--- src/rtl/spike_accum.sv ---
// Time-multiplexed synaptic integrator: scans one spike input per cycle and adds the matching weights
// into N_OUT parallel accumulators. Define SPIKE_ACCUM_SAT_EN for saturating adds (default: wrap-around).
module spike_accum #(
  parameter int W_WIDTH   = 16,
  parameter int N_IN      = 8,
  parameter int N_OUT     = 3,
  parameter int ACC_WIDTH = 20
) (
  input  logic                                          clk,
  input  logic                                          rst,
  input  logic                                          wr_en,
  input  logic [$clog2(N_IN)-1:0]                       wr_in,
  input  logic [((N_OUT > 1) ? $clog2(N_OUT) : 1)-1:0]  wr_out,
  input  logic [W_WIDTH-1:0]                            wr_data,
  input  logic                                          in_valid,
  output logic                                          in_ready,
  input  logic [N_IN-1:0]                               spikes,
  output logic                                          out_valid,
  input  logic                                          out_ready,
  output logic [N_OUT*ACC_WIDTH-1:0]                    sums,
  output logic                                          busy
);

  localparam int IW = $clog2(N_IN);

  typedef enum logic [1:0] {IDLE, SCAN, DONE} state_e;

  state_e                        state_q, state_d;
  logic [IW-1:0]                 idx_q, idx_d;
  logic [N_IN-1:0]               spk_q, spk_d;
  logic signed [ACC_WIDTH-1:0]   acc_q [N_OUT];
  logic signed [ACC_WIDTH-1:0]   acc_d [N_OUT];
  logic signed [W_WIDTH-1:0]     w_q   [N_IN][N_OUT];
  logic                          out_valid_q;
  logic                          last_idx;

  function automatic logic signed [ACC_WIDTH-1:0] acc_add(
    input logic signed [ACC_WIDTH-1:0] a,
    input logic signed [W_WIDTH-1:0]   w
  );
`ifdef SPIKE_ACCUM_SAT_EN
    logic signed [ACC_WIDTH:0] s;
    s = (ACC_WIDTH+1)'(a) + (ACC_WIDTH+1)'(w);
    // One guard bit: a disagreement between the top two bits means the add left the range.
    if (s[ACC_WIDTH] != s[ACC_WIDTH-1])
      return s[ACC_WIDTH] ? {1'b1, {(ACC_WIDTH-1){1'b0}}} : {1'b0, {(ACC_WIDTH-1){1'b1}}};
    return s[ACC_WIDTH-1:0];
`else
    return a + ACC_WIDTH'(w);
`endif
  endfunction

  assign last_idx = (idx_q == IW'(N_IN-1));

  // State register
  always_ff @(posedge clk) begin
    if (rst) state_q <= IDLE;
    else     state_q <= state_d;
  end

  // Next-state logic
  always_comb begin
    state_d = state_q;
    case (state_q)
      IDLE:    if (in_valid)  state_d = SCAN;
      SCAN:    if (last_idx)  state_d = DONE;
      DONE:    if (out_ready) state_d = IDLE;
      default:                state_d = IDLE;
    endcase
  end

  // Outputs
  always_comb begin
    in_ready  = (state_q == IDLE);
    busy      = (state_q != IDLE);
    out_valid = out_valid_q;
    sums      = '0;
    for (int unsigned k = 0; k < N_OUT; k++)
      sums[k*ACC_WIDTH +: ACC_WIDTH] = acc_q[k];
  end

  always_comb begin
    idx_d = idx_q;
    spk_d = spk_q;
    acc_d = acc_q;
    if (state_q == IDLE && in_valid) begin
      spk_d = spikes;
      idx_d = '0;
      for (int unsigned k = 0; k < N_OUT; k++) acc_d[k] = '0;
    end else if (state_q == SCAN) begin
      idx_d = last_idx ? '0 : idx_q + 1'b1;
      for (int unsigned k = 0; k < N_OUT; k++)
        acc_d[k] = acc_add(acc_q[k], spk_q[idx_q] ? w_q[idx_q][k] : '0);
    end
  end

  always_ff @(posedge clk) begin
    if (rst) begin
      idx_q       <= '0;
      spk_q       <= '0;
      out_valid_q <= 1'b0;
      for (int unsigned k = 0; k < N_OUT; k++) acc_q[k] <= '0;
    end else begin
      idx_q       <= idx_d;
      spk_q       <= spk_d;
      out_valid_q <= (state_d == DONE);
      acc_q       <= acc_d;
    end
  end

  // Weight store: writes only in IDLE, out-of-range indices dropped.
  always_ff @(posedge clk) begin
    if (rst) begin
      for (int unsigned i = 0; i < N_IN; i++)
        for (int unsigned k = 0; k < N_OUT; k++)
          w_q[i][k] <= '0;
    end else if (state_q == IDLE && wr_en &&
                 int'(wr_in) < N_IN && int'(wr_out) < N_OUT) begin
      w_q[wr_in][wr_out] <= wr_data;
    end
  end

endmodule

--- config.mk ---
export PLATFORM = sky130hd
export DESIGN_NAME = spike_accum
export DESIGN_NICKNAME = d
export VERILOG_FILES = /design/src/rtl/spike_accum.sv
export SDC_FILE = /design/constraint.sdc
export NUM_CORES = 1
export LEC_CHECK = 0
export ABC_CLOCK_PERIOD_IN_PS = 4250
export CAP_MARGIN = 20
export CORE_AREA = 4 4 191 212
export CTS_CLUSTER_DIAMETER = 40
export DETAILED_ROUTE_END_ITERATION = 6
export DIE_AREA = 0 0 195 216
export PLACE_DENSITY = 0.77
export SKIP_LAST_GASP = 1
export SYNTH_ARGS = -nofsm -noshare
export SYNTH_HDL_FRONTEND = slang
export SYNTH_SLANG_ARGS = --single-unit
--- constraint.sdc ---
create_clock -name clk -period 4.25 [get_ports clk]
set_input_delay 0.85 -clock clk [delete_from_list [all_inputs] [get_ports clk]]
set_output_delay 0.85 -clock clk [all_outputs]
set_load 0.02 [all_outputs]
==> results of run 1 <==
cell usage in the layout, fill, tap and decap left out, types with 4 or more instances in the layout:
cell	n
clkbuf_16	54
xnor2_1	25
and2_1	386
a21oi_1	77
clkdlybuf4s50_1	96
inv_1	14
a31oi_1	8
o21ai_0	25
buf_4	46
a21o_1	29
nor2_1	92
a211oi_1	14
clkinv_4	4
nand2b_1	9
nor2_2	15
nand4_1	7
dfxtp_1	74
edfxtp_1	384
nand3b_1	7
mux2i_1	49
or2_2	25
o21ai_1	21
nor3_1	7
nand3_1	13
o31ai_1	5
ha_1	59
nand2_1	119
clkbuf_1	11
o21bai_1	5
o21a_1	8
buf_12	4
xor2_1	15
clkinv_2	7
clkinv_1	5
a211o_1	4
mux4_2	98
or3_1	6
routing by layer:
metal	up-vias	part of all wire, %	wire length, µm
met5	-	0	0
met1	7212	42	23040
li1	6572	-	-
met3	59	8.2	4453
met4	0	1.9	1020
met2	592	48	25900
metrics by stage:
step           instance area (µm²)  hold WS (ns)  worst slack, ns  power (mW)  std cells
2_1_floorplan                22800        0.4331           0.3817       5.562       1768
3_3_place_gp                 24330        0.4420           0.5066       5.798       2296
3_5_place_dp                 24330        0.4451           0.4421       5.819       2296
4_1_cts                      25910        0.4528           0.4055       9.929       2388
5_1_grt                      25910        0.4764          0.09102       10.20       2388
6_report                     25910        0.4518           0.3867       9.894       2388
sequential cells by signal, indices dropped and copies added, names as in the netlist, named ones only:
register / count
w_q: 384
out_valid: 1
spk_q: 8
sums: 60
state_q: 2
idx_q: 3
kinds of logic (layout without fill, tap and decap cells):
logic type / Yosys count / count (layout) / synth area share (%)
mux: 148 / 148 / 11.93
simple gates: 705 / 705 / 17.06
xor+xnor: 40 / 40 / 1.537
buf+inv: 132 / 252 / 2.415
compound gates: 220 / 220 / 6.213
flops: 461 / 461 / 57.34
fa+ha+maj: 62 / 62 / 3.502
cell usage after synthesis (4+ instances only):
| cell | number |
|---|---|
| nand3b_1 | 7 |
| a31oi_1 | 8 |
| o21ai_0 | 25 |
| a21o_1 | 29 |
| o31ai_1 | 5 |
| buf_2 | 29 |
| dfxtp_1 | 77 |
| mux4_2 | 98 |
| nor3_1 | 7 |
| nand2b_1 | 11 |
| o21a_1 | 8 |
| a211o_1 | 4 |
| ha_1 | 59 |
| nor2_2 | 15 |
| inv_1 | 14 |
| xnor2_1 | 25 |
| clkbuf_1 | 75 |
| o21bai_1 | 5 |
| nand3_1 | 13 |
| nand2_1 | 119 |
| edfxtp_1 | 384 |
| nor2_1 | 92 |
| o21ai_1 | 21 |
| a211oi_1 | 14 |
| mux2i_1 | 49 |
| nand4_1 | 7 |
| or2_2 | 25 |
| buf_1 | 10 |
| a21oi_1 | 77 |
| or3_1 | 6 |
| xor2_1 | 15 |
| and2_1 | 386 |
cell type report:
class	instances	share of cell area, %
sequential	461	50.48
timing repair buffer	146	5.350
multi-input combinational	1175	35.45
clock inverter	25	0.6519
inverter	14	0.2028
tap	500	2.414
clock buffer	67	5.447
worst reg2reg max path: cells and delay by family, from the launching register on:
kind	cells	cell delay [ns]
compound gates	6	1.29
xor+xnor	1	0.12
flops	1	0.46
fa+ha+maj	1	0.30
simple gates	2	0.42
mux	2	0.87
buf+inv	2	0.34
report_power, final:
| group | internal (mW) | switching (mW) | leakage, nW | total [mW] |
|---|---|---|---|---|
| sequential | 5.02 | 0.0544 | 4.63 | 5.08 |
| clock | 2.36 | 1.81 | 0.774 | 4.17 |
| combinational | 0.243 | 0.409 | 4.22 | 0.653 |
worst max path at each step:
stage,from,to,slack [ns],cells past startpoint
after global routing,flop,sums[36],0.09,14
after CTS,flop,sums[19],0.41,14
after global placement,flop,sums[19],0.51,14
after floorplan,flop,sums[58],0.38,17
after detailed placement,flop,sums[19],0.44,14
final,idx_q[0],sums[19],0.39,14
==> summary.txt, run 1 <==
CTS
  – CTS-repair resized insts: 0
  – Total CTS buffers: 51
  – # Post-CTS Setup Buffers: 0
  – Clk_lat worst skew: 0.58 ns
  – TritonCTS Sinks: 461
  – Clk pin slew, worst setup/hold paths: 0.06 ns
  – CTS tree: yes
  – # hold bufs at CTS: 0
  – Max clock buf depth: 3
  – H-Tree Depth: 2
  – Root Buffer: clkbuf_16

Worst hold path
  – Hold depth: 2
  – Hold Path Sink: spk_q[2]
  – Worst hold path class: reg -> reg
  – Hold Startpoint: spk_q[2]

Final layout
  – Fillcell total: 2652
  – Register area: 0.01308 mm²
  – Area grow syn2layout: 13.67%
  – Share of layout cells above drive strength 1: 15.15%
  – Nets: 1945
  – Area of the multi-input gates: 0.009186 mm²
  – Core Util, Final: 68.01%
  – N_diodes: 0

Setup path
  – Peak fanout along the critical path: 17
  – CP Data Arrival Time: 4.35 ns
  – Worst setup path class: reg -> reg
  – Reg2Reg Setup Slack: 0.39 ns
  – R2R cell count: 14
  – Critical path's slowest cell: mux4_2
  – Worst path bufs/invs: 2
  – Cell Chain, Critical Path: mux4_2 -> mux2i_4 -> buf_4 -> a21o_1 -> inv_1 -> ha_1 -> a211oi_2 -> nor2_2 -> o31ai_4 -> o311ai_4 -> a221oi_2 -> xor2_1 -> or3_1 -> a21oi_1
  – Worst r2r src: idx_q[0]
  – Family with the most delay on the worst path: compound AO/OA/AOI/OAI gates
  – Critical Path Sink Type: flop
  – Largest stage delay, worst path: 0.57 ns
  – Crit path required time: 4.74 ns
  – Worst setup SP type: flop
  – Reg2reg end: sums[19]

Yosys
  – Mapped Area: 0.02280 mm²
  – Main area contributors after synthesis: edfxtp_1 51%, and2_1 11%, mux4_2 9.7%, dfxtp_1 6.8%, ha_1 3.2%
  – Area leader, netlist: edfxtp_1
  – Register area share after synthesis: 57.34%
  – Synth Area per Inst: about 13 µm²
  – Seq cells post-synth: 461
  – Mapped Cells: 1768
  – Area share of the largest cell type after synthesis: 50.58%
  – Syn nets: approximately 1900
  – Number of synthesis warnings: 0
  – Async S/R FF share, synth: 0%
  – Post-synth cell types: 64
  – Synth Flop Type: edfxtp_1
  – Number of synthesized flops with an enable pin: between 300 and 400

Drt
  – Routed Antenna Nets: 0
  – Via density: 6.045
  – TritonRoute pass-1 iters: 5
  – Final WL: roughly 54000 µm
  – WL/cell: between 20 and 25 µm
  – Initial DRC Count: 1330
  – Via Count: 14440
  – Drt drc: 0

Global routing
  – Largest net degree at the start of global routing: 50
  – First-pass GRT wire length: 85050 µm
  – Initial antenna violation count: 0
  – Met1 Usage GRT: 37.47%
  – Grt peak-use layer: met2
  – Total gr overflow: 0
  – Vias in the first global route: approximately 15000
  – Gr usage total: 25.71%
  – GR Layer Usage met3: 4.897%
  – Met2 Track Usage GR: 41.02%

Floorplan
  – Die Ht: 216 µm
  – # IOs: 97
  – Core box area: 0.03810 mm²
  – Die ar.: 0.04212 mm²
  – FP Rows: 75
  – Initial Util: 59.84%
  – Die W: 195 µm

Placement
  – Final GP Congestion: between 0.8 and 0.9
  – Post-DP HPWL: around 35000 µm
  – I/O Buffers: 96

STA
  – Max-slew headroom: between 20% and 30%
  – Max Freq: 0.2588 GHz
  – Setup_tns: 0 ns
  – Clock Skews: 0.02022 ns
  – RSZ-0062 raised after global routing: false
  – Slew @ Worst Pin: about 1.1 ns
  – Final hold viol count: 0
  – Pins Over Slew Limit: 0
  – Final setup viols: 0
  – Final worst path period share: 90.90%
  – Min Tclk post-route: 3.863 ns

Pwr
  – Peak supply drop: 0.3026 mV
  – Cell Pwr Density: between 300 and 400 mW/mm²
  – Leakage power: 9.628 nW

Outcome
  – Outcome: finished clean

Job
  – MaxCap Viol Count: 0
Power figures use the tool's default switching activity.
==> run 2, diff against run 1 <==
CORE_AREA = 4 4 211 192   (was 4 4 191 212)
DIE_AREA = 0 0 215 196   (was 0 0 195 216)
==> run 2 against run 1 <==
Global-route usage increased by 0.66 points. Cell count hardly changed. Clock power rose by 16%. Clock-buffer cell count down 3. Maximum frequency down 2.0%. Non-clock buffer count fell by 2. Sequential cell count stayed put. Largest power group unchanged.
==> summary.txt, run 2 (same netlist as run 1, synthesis figures left out) <==
Floorplan
  – Initial Util: 59.68% (-0.16 points)
  – FP Rows: 68 (-9.3%)
  – Die ar.: 0.04214 mm² (about the same)
  – Core box area: 0.03820 mm² (+0.27%)
  – Die W: 215 µm (+10%)
  – # IOs: 97 (unchanged)
  – Die Ht: 196 µm (-9.3%)

Global routing
  – Largest net degree at the start of global routing: 52 (+4.0%)
  – Gr usage total: 26.38% (+0.66 points)
  – First-pass GRT wire length: 85620 µm (+0.67%)
  – Total gr overflow: 0 (unchanged)
  – Initial antenna violation count: 1 (+1)
  – Vias in the first global route: 14590 (-0.33%)

STA
  – RSZ-0062 raised after global routing: false
  – Final worst path period share: 92.79% (+1.9 points)
  – Final setup viols: 0 (unchanged)
  – Max-slew headroom: 26.48% (+0.89 points)
  – Final hold viol count: 0 (unchanged)
  – Clock Skews: 0.02200 ns (+0.001775 ns)
  – Min Tclk post-route: 3.944 ns (+0.08031 ns)
  – Max Freq: 0.2536 GHz (-2.0%)
  – Pins Over Slew Limit: 0 (unchanged)
  – Setup_tns: 0 ns (unchanged)
  – Slew @ Worst Pin: 1.103 ns (-0.009851 ns)

CTS
  – H-Tree Depth: 2 (unchanged)
  – TritonCTS Sinks: 461 (unchanged)
  – CTS tree: yes
  – Clk pin slew, worst setup/hold paths: 0.06 ns (about the same)
  – Root Buffer: clkbuf_16
  – Clk_lat worst skew: 0.61 ns (+0.03 ns)
  – Max clock buf depth: 3 (unchanged)
  – Total CTS buffers: 56 (+9.8%)

Drt
  – Via density: 6.054 (+0.15%)
  – WL met3: 5415 µm (+22%)
  – Initial DRC Count: 1712 (+29%)
  – Met2 WL post-DR: 25680 µm (-0.83%)
  – WL/cell: 23.13 µm (+1.5%)
  – Routed Antenna Nets: 0 (unchanged)
  – Final WL: 55210 µm (+1.5%)
  – Drt drc: 0 (unchanged)
  – Top sig layer: met5
  – Met1 wire length: 22980 µm (-0.23%)
  – TritonRoute pass-1 iters: 5 (unchanged)
  – Via Count: 14450 (+0.11%)

Final layout
  – Reg with most FFs: w_q
  – Most frequent cells in the layout: 386 x and2_1, 384 x edfxtp_1, 119 x nand2_1
  – Nets: 1948 (+0.15%)
  – Area grow syn2layout: 14.89%
  – Fillcell total: 2575 (-2.9%)
  – Largest register FFs: 384 (unchanged)
  – Share of layout cells above drive strength 1: 15.76% (+0.61 points)
  – Most common cell after layout, fill and taps aside: and2_1
  – Final instance area: 0.02619 mm² (+1.1%)
  – N_diodes: 0 (unchanged)

Setup path
  – Worst setup path class: reg -> reg
  – Crit path required time: 4.70 ns (-0.04 ns)
  – R2R cell count: 12 (-2)
  – Peak fanout along the critical path: 14 (-3)
  – Reg2Reg Setup Slack: 0.31 ns (-0.08 ns)
  – Critical Path Sink Type: flop
  – CP Data Arrival Time: 4.39 ns (+0.04 ns)
  – Worst setup SP type: flop

Worst hold path
  – Hold depth: 2 (unchanged)
  – Worst hold path class: reg -> reg

Placement
  – Post-DP HPWL: 35660 µm (+1.5%)
  – Final GP Congestion: 0.8759 (-0.66%)
  – I/O Buffers: 96 (unchanged)
  – Post-placement cell area: 0.02430 mm² (-0.11%)

Pwr
  – Cell Pwr Density: 403.7 mW/mm² (+5.7%)
  – Leakage power: 9.758 nW (+1.4%)
  – Peak supply drop: 0.3299 mV (+9.0%)

Job
  – MaxCap Viol Count: 0 (unchanged)

Outcome
  – Outcome: finished clean
## run 2: cell count changes in the layout (fill, tap and decap cells not counted), moves of 2 or more
cell,previous run,this run
inv_6,3,10
bufinv_16,0,6
clkbuf_1,11,7
clkbuf_16,54,57
buf_4,46,44
clkinv_2,7,5
clkinvlp_4,2,4
## run 2: layout make-up
cell class,instances,area [µm²],area share [%]
multi-input combinational,1175,9190,35.09
timing repair buffer,144,1371,5.236
clock inverter,39,430.4,1.643
clock buffer,64,1453,5.546
inverter,14,52.55,0.2006
tap,490,613.1,2.341
sequential,461,13080,49.95
## run 2: worst max-delay path, stage by stage (launching register included)
cell and delay (ns):
dfxtp_4 0.55, buf_4 0.31, mux4_2 0.56, mux2i_2 0.26, nor2_1 0.12, fa_1 0.42
a21o_1 0.18, a21oi_1 0.28, o21ai_0 0.18, a21boi_0 0.47, o21ai_0 0.20, xnor2_1 0.17
o21ai_0 0.08
## run 2: routing by layer
metal  GRT usage, %  up-vias
met5              0        -
met1          37.01     7163
met4          6.345        2
li1               -     6593
met2          41.93      617
met3          7.016       76
## run 2: power by group
part	internal, mW	total (mW)	switching (mW)
Combinational	0.240	0.652	0.412
Sequential	5.02	5.08	0.0552
Clock	2.86	4.84	1.98
Total	8.12	10.6	2.45
## run 2: timing repair
item,4_1_cts,5_1_grt
endpoints found under the setup margin,0,1
gates resized for setup,0,1
setup buffers,0,0
hold buffers,0,0
## run 2: worst paths after layout
path | from | endpoint
worst min register to register | spk_q[0] | spk_q[0]
worst min-delay path | spk_q[0] | spk_q[0]
worst max-delay path | flop | sums[54]
worst max register to register | flop | sums[54]
## run 2: stage by stage
step	setup slack, ns	hold WS, ns	cells	util, %	total power [mW]
2_1_floorplan	0.3817	0.4331	1768	-	5.562
3_5_place_dp	0.3037	0.4499	2284	63.62	5.820
6_report	0.3064	0.4591	2387	68.56	10.57
5_1_grt	0.01446	0.4809	2387	68.56	10.86
4_1_cts	0.2665	0.4585	2387	68.55	10.60
3_3_place_gp	0.4028	0.4473	2284	63.62	5.796
